## config.mk

```make
export PLATFORM = sky130hd
export DESIGN_NAME = vga_timing_gen
export DESIGN_NICKNAME = d
export VERILOG_FILES = /design/src/rtl/vga_timing_gen.sv
export SDC_FILE = /design/constraint.sdc
export NUM_CORES = 1
export LEC_CHECK = 0
export ABC_AREA = 1
export BUFFER_PORTS_ARGS = -buffer_cell sky130_fd_sc_hd__buf_2
export CORE_UTILIZATION = 50
export DETAILED_ROUTE_END_ITERATION = 16
export PLACE_DENSITY_LB_ADDON = 0.2
export SLEW_MARGIN = 25
export SYNTH_ARGS = -nofsm -noshare
export SYNTH_HDL_FRONTEND = slang
export SYNTH_SLANG_ARGS = --single-unit
export TNS_END_PERCENT = 20
```

## constraint.sdc

```tcl
create_clock -name clk -period 2.1 [get_ports clk]
set_clock_uncertainty 0.1 [all_clocks]
set_input_delay 0.525 -clock clk [delete_from_list [all_inputs] [get_ports clk]]
set_output_delay 0.525 -clock clk [all_outputs]
set_load 0.02 [all_outputs]
```

## src/rtl/vga_timing_gen.sv

```systemverilog
`default_nettype none
// ============================================================================
//  Module      : vga_timing_gen
//  Description : VGA raster timing generator. A horizontal/vertical counter
//                pair (stage 0) drives the pixel coordinates handed to the
//                painters. Stage 1 registers the syncs and the blanked colour,
//                so hsync/vsync/rgb trail hpos/vpos by exactly one clock.
//  Ports       : clk         - pixel clock, rising edge
//                rst         - synchronous active-high reset
//                color_in    - BBGGRR colour for the current hpos/vpos
//                hpos        - horizontal counter (0 .. H_TOTAL-1)
//                vpos        - low 9 bits of the vertical counter
//                display_on  - stage-0 visible-region flag
//                frame_start - stage-0 pulse at hcount=0, vcount=0
//                hsync/vsync - active-low syncs, registered (stage 1)
//                rgb         - registered colour, zero outside visible area
//  Revision    : 1.0 - initial release
// ============================================================================
module vga_timing_gen #(
    parameter int H_ACTIVE = 640,
    parameter int H_FRONT  = 16,
    parameter int H_SYNC   = 96,
    parameter int H_BACK   = 48,
    parameter int V_ACTIVE = 480,
    parameter int V_FRONT  = 10,
    parameter int V_SYNC   = 2,
    parameter int V_BACK   = 33
) (
    input  logic       clk,
    input  logic       rst,
    input  logic [5:0] color_in,
    output logic [9:0] hpos,
    output logic [8:0] vpos,
    output logic       display_on,
    output logic       frame_start,
    output logic       hsync,
    output logic       vsync,
    output logic [5:0] rgb
);

    // Totals must fit the 10-bit counters (800 and 525 for standard VGA).
    localparam int H_TOTAL = H_ACTIVE + H_FRONT + H_SYNC + H_BACK;
    localparam int V_TOTAL = V_ACTIVE + V_FRONT + V_SYNC + V_BACK;

    localparam logic [9:0] c_H_LAST       = 10'(H_TOTAL - 1);
    localparam logic [9:0] c_V_LAST       = 10'(V_TOTAL - 1);
    localparam logic [9:0] c_H_ACTIVE     = 10'(H_ACTIVE);
    localparam logic [9:0] c_V_ACTIVE     = 10'(V_ACTIVE);
    localparam logic [9:0] c_H_SYNC_FIRST = 10'(H_ACTIVE + H_FRONT);
    localparam logic [9:0] c_H_SYNC_LAST  = 10'(H_ACTIVE + H_FRONT + H_SYNC - 1);
    localparam logic [9:0] c_V_SYNC_FIRST = 10'(V_ACTIVE + V_FRONT);
    localparam logic [9:0] c_V_SYNC_LAST  = 10'(V_ACTIVE + V_FRONT + V_SYNC - 1);

    // Stage 0 counters
    logic [9:0] r_hcount;
    logic [9:0] r_vcount;

    // Stage 1 registered outputs
    logic       r_hsync;
    logic       r_vsync;
    logic [5:0] r_rgb;

    logic       w_h_last;
    logic       w_v_last;
    logic       w_display_on;
    logic       w_hsync_raw;
    logic       w_vsync_raw;

    assign w_h_last     = (r_hcount == c_H_LAST);
    assign w_v_last     = (r_vcount == c_V_LAST);
    assign w_display_on = (r_hcount < c_H_ACTIVE) && (r_vcount < c_V_ACTIVE);
    assign w_hsync_raw  = !((r_hcount >= c_H_SYNC_FIRST) && (r_hcount <= c_H_SYNC_LAST));
    assign w_vsync_raw  = !((r_vcount >= c_V_SYNC_FIRST) && (r_vcount <= c_V_SYNC_LAST));

    always_ff @(posedge clk) begin
        if (rst) begin
            r_hcount <= 10'd0;
            r_vcount <= 10'd0;
            r_hsync  <= 1'b1;
            r_vsync  <= 1'b1;
            r_rgb    <= 6'd0;
        end else begin
            r_hcount <= w_h_last ? 10'd0 : r_hcount + 10'd1;
            // The vertical counter only moves on the horizontal wrap, so both
            // counters return to zero on the same edge at the frame boundary.
            if (w_h_last) begin
                r_vcount <= w_v_last ? 10'd0 : r_vcount + 10'd1;
            end
            r_hsync <= w_hsync_raw;
            r_vsync <= w_vsync_raw;
            r_rgb   <= w_display_on ? color_in : 6'd0;
        end
    end

    assign hpos        = r_hcount;
    assign vpos        = r_vcount[8:0];
    assign display_on  = w_display_on;
    assign frame_start = (r_hcount == 10'd0) && (r_vcount == 10'd0);
    assign hsync       = r_hsync;
    assign vsync       = r_vsync;
    assign rgb         = r_rgb;

endmodule
`default_nettype wire

```

Yosys cells after proc, flatten, opt, wreduce, memory -nomap -nowiden
Index checks and enable logic that the tools add are counted.
W data, S select, Z words.
{"block": "word_totals", "register_bits": 28, "rom_bits": 0, "output_inout_bits": 29, "mem_count": 0, "wordCells": 27, "latch_bits": 0, "ram_bits": 0}
{"block": "classes", "n_lt_le_gt_ge": 6, "div": 0, "mux": 1, "add_sub_neg": 2, "multipliers": 0, "shift": 0, "n_eq_ne": 2, "n_reduce_logical": 10, "n_bitwise": 1}
{"cell": "$add A10 B1 Y10 const B", "count": 2}
{"cell": "$eq A10 B10 Y1 const B", "count": 2}
{"cell": "$logic_not A10 Y1", "count": 2}
{"cell": "$ge A10 B10 Y1 const B", "count": 1}
{"cell": "$ge A10 B9 Y1 const B", "count": 1}
{"cell": "$le A10 B10 Y1 const B", "count": 1}
{"cell": "$le A10 B9 Y1 const B", "count": 1}
{"cell": "$lt A10 B10 Y1 const B", "count": 1}
{"cell": "$lt A10 B9 Y1 const B", "count": 1}
{"cell": "$mux W10", "count": 1}
{"cell": "$logic_and A1 B1 Y1", "count": 4}
{"cell": "$reduce_or A2 Y1", "count": 2}
{"cell": "$logic_not A1 Y1", "count": 2}
{"cell": "$not A1 Y1", "count": 1}

Longest topological paths before layout
{"block": "logic_depth", "depth_word": 4, "mapped_depth": 9, "mapped_depth_nobuf": 9}

Worst setup path before layout
Ideal clock, no wire load.
{"block": "synth_path", "kind": "flip-flop to output port", "start": "reg r_hcount[8], in the netlist hpos[8]", "end": "out display_on", "t_required_ns": 1.475, "path_slack_ns": 0.148, "t_arrival_ns": 1.327, "stages_incl_launch_ff": 4, "path_cell_list": "dfxtp_1 -> nand2_1 -> inv_2 -> nor4_1"}
{"block": "synth_via", "elab_chain_cells": 2}
{"item": "start, declared", "line": "55", "rtl": "logic [9:0] r_hcount;"}
{"item": "start signal, assigned", "line": "83", "rtl": "r_hcount <= w_h_last ? 10'd0 : r_hcount + 10'd1;"}
{"item": "$lt A10 B10 Y1", "line": "71", "rtl": "assign w_display_on = (r_hcount < c_H_ACTIVE) && (r_vcount < c_V_ACTIVE);"}
{"item": "$logic_and A1 B1 Y1", "line": "71"}
{"item": "end, declared", "line": "34", "rtl": "output logic display_on,"}
Every way passes these cells.

Worst setup path after layout
{"block": "layout_path", "start": "reg r_hcount[1], in the netlist hpos[1]", "end": "out frame_start"}
{"block": "layout_via", "elab_chain_cells": 2}
{"item": "$logic_not A10 Y1", "line": "98", "rtl": "assign frame_start = (r_hcount == 10'd0) && (r_vcount == 10'd0);"}
{"item": "$logic_and A1 B1 Y1", "line": "98"}
{"item": "end, declared", "line": "35", "rtl": "output logic frame_start,"}
Every way passes these cells.

==> impl_metrics.tcl <==
set metrics [dict create \
    critPathKind "reg2out" \
    r2r_slack_ns 0.40 \
    holdPathStages 3 \
    die_h_um 56.2 \
    grt_use_met1 0.277 \
    fin_ws_ns -0.0159 \
    multi_input_area_um2 778 \
    cp-start-kind "flop" \
    mappedNetlistArea_um2 1470 \
    cts_made_buffers 3 \
    stdcell_area_um2 1800 \
    cts_root_buffer "clkbuf_4" \
    vias 1428 \
    clockBufferDepth 2 \
    swShare 0.228 \
    fmax_ghz 0.473 \
    synth_top_cell_by_area "dfxtp_1" \
    place_area_um2 1630 \
    crit_start "hpos[1]" \
    synth-edff-count 0 \
    worstPathRequired_ns 1.47 \
    track_usage 0.209 \
    synth_area_leaders "dfxtp_1, nand2_1, nor2_1, inv_1, nand3_1" \
    dr.pass1.iters 4 \
    clock_power_share 0.358 \
    syn_inst 215 \
    ys_types 22 \
    r2r.worst_path.cells 9 \
    drt-initial-drc-count 36 \
    worstHoldEndpoint "rgb[3]" \
    finalWeightedCongestion 0.828 \
    hold_viol_final 0 \
    p_leak_nw 0.848 \
    grt_use_met3 0.0209 \
    hold_class "in2reg" \
    core-area_um2 2760 \
    diodes 0 \
    final_cells 283 \
    power.density_nw_per_um2 558 \
    wl_um 3240 \
    p_int_mw 0.774 \
    hold_start "color_in[3]" \
    busiest_layer "met2" \
    start_util 0.532 \
    finalSetupTns_ns -0.0159 \
    async_flop_share 0 \
    finalCritPeriodShare 1.01 \
    endpoint_kind "primary output" \
    max-vdd-ir-drop_v 0.000402 \
    nets 265 \
    layout-drive-gt1-share 0.302 \
    detail_route.wl_per_cell_um 11.4 \
    numPortBuffers 36 \
    grt_pass1_vias 1258 \
    cts_sinks 28 \
    status "finished, violations left" \
    arrival_ns 1.49 \
    combPwrFrac 0.096 \
    yosysTopAreaCellShare 0.382 \
    cts_tree "yes" \
    rsz0062_at_grt "yes" \
    cts.clk_slew.worst_paths_ns 0.16 \
    ys_ff_latch 28 \
    power_frac_seq 0.545 \
    routed_via_density 5.05 \
    ys_seq_area_frac 0.382 \
    tightest_slew_ns 0.311 \
    antenna_found_initial 0 \
    netSwitchingPower_mw 0.229 \
    dieArea_um2 3150 \
    clk_latency_ns 0.33 \
    register_area_um2 573 \
    pre_cts_slack_ns 0.164 \
    max_slew_margin 0.793 \
    nFillCells 265 \
    dp_hpwl_um 2300 \
    r2r-start "hpos[0]" \
    overflow 0 \
    syn_avg_cell_area_um2 6.82 \
    gr-usage-met2 0.355 \
    drc_errors 0 \
    rows 19 \
    maxCapViolCount 0 \
    final_util 0.652 \
    cts_hold_buf 0 \
    h-tree-depth 1 \
    dieWidth_um 56.2 \
    synth_commonest_cells "nand2_1, nor2_1, inv_1" \
    placed_cells_incl_taps 274 \
    period_minus_slack_ns 2.12 \
    violations "setup timing" \
    synth_flop_cell "dfxtp_1" \
    setup_viol 1 \
    hold_slack_ns 0.276 \
    report.final.slew_viol_count 0 \
    grt_max_degree 17 \
    ant_nets 0 \
    crit_fanout 3 \
    syn_nets 227 \
    pin_count 37 \
    area_growth_pct 22.6 \
    power_mw 1.00 \
    ys_warn_count 0 \
    r2r-end "r_vcount[4]" \
    grt_pass1_wl_um 5290 \
]
==> metal layers <==
| metal | vias to the layer above | share of wire |
|---|---|---|
| met5 | - | 0 |
| met2 | 27 | 0.49 |
| met3 | 4 | 0.028 |
| li1 | 737 | - |
| met1 | 660 | 0.47 |
| met4 | 0 | 0.011 |
==> layout by cell type (no fill, tap or decap), drive strengths merged <==
cell type   n
o21bai      1
inv        33
nor2       45
xor2        5
clkbuf      3
dfxtp      28
o22ai       1
a21oi       5
ha          4
nand4       4
bufinv      1
nor4        3
o21ai       6
buf        42
nand2      45
nand3      21
nor3        5
==> final cells by class <==
| type | instances | share of cell area |
|---|---|---|
| Clock buffer | 3 | 0.0125 |
| Clock inverter | 1 | 0.0167 |
| Inverter | 33 | 0.0689 |
| Multi-Input combinational cell | 145 | 0.433 |
| Sequential cell | 28 | 0.319 |
| Tap cell | 31 | 0.0216 |
| Timing Repair Buffer | 42 | 0.129 |
==> flip-flops by register name (all words and copies together), names as in the netlist <==
signal	flops
r_vcount	10
hpos	10
rgb	6
hsync	1
vsync	1
==> power groups by stage <==
stage	sequential, mW	clock, mW	combinational, mW
2_1_floorplan	0.574	0	0.0321
3_3_place_gp	0.560	0	0.0735
3_5_place_dp	0.561	0	0.0733
4_1_cts	0.548	0.365	0.0802
5_1_grt	0.549	0.382	0.107
6_report	0.547	0.360	0.0965
==> logic make-up after synthesis <==
group	after synthesis	share of synthesized area
fa+ha+maj	4	0.0341
compound gates	13	0.0469
buf+inv	42	0.131
simple gates	123	0.376
xor+xnor	5	0.0299
flops	28	0.382
==> worst max-delay path by stage <==
stage	endpoint	slack (ns)	cells after the start
2_1_floorplan	display_on	0.15	3
3_3_place_gp	frame_start	0.23	7
3_5_place_dp	frame_start	0.16	7
4_1_cts	frame_start	-0.02	7
5_1_grt	frame_start	-0.10	7
6_report	frame_start	-0.02	7
==> what timing repair did <==
action                     4_1_cts  5_1_grt
resized for setup               13       13
setup endpoints to repair        1        2
hold endpoints to repair         0        0
pin swaps                        3        4
buffers inserted                 4        1
==> worst max-delay path, stage by stage (launching register included) <==
cell     delay (ns)
dfxtp_2        0.36
inv_2          0.07
ha_4           0.13
inv_2          0.04
nor4_4         0.20
nand3_1        0.13
nor2_2         0.12
buf_6          0.13
Note: power is estimated with default switching activity, not from simulation.
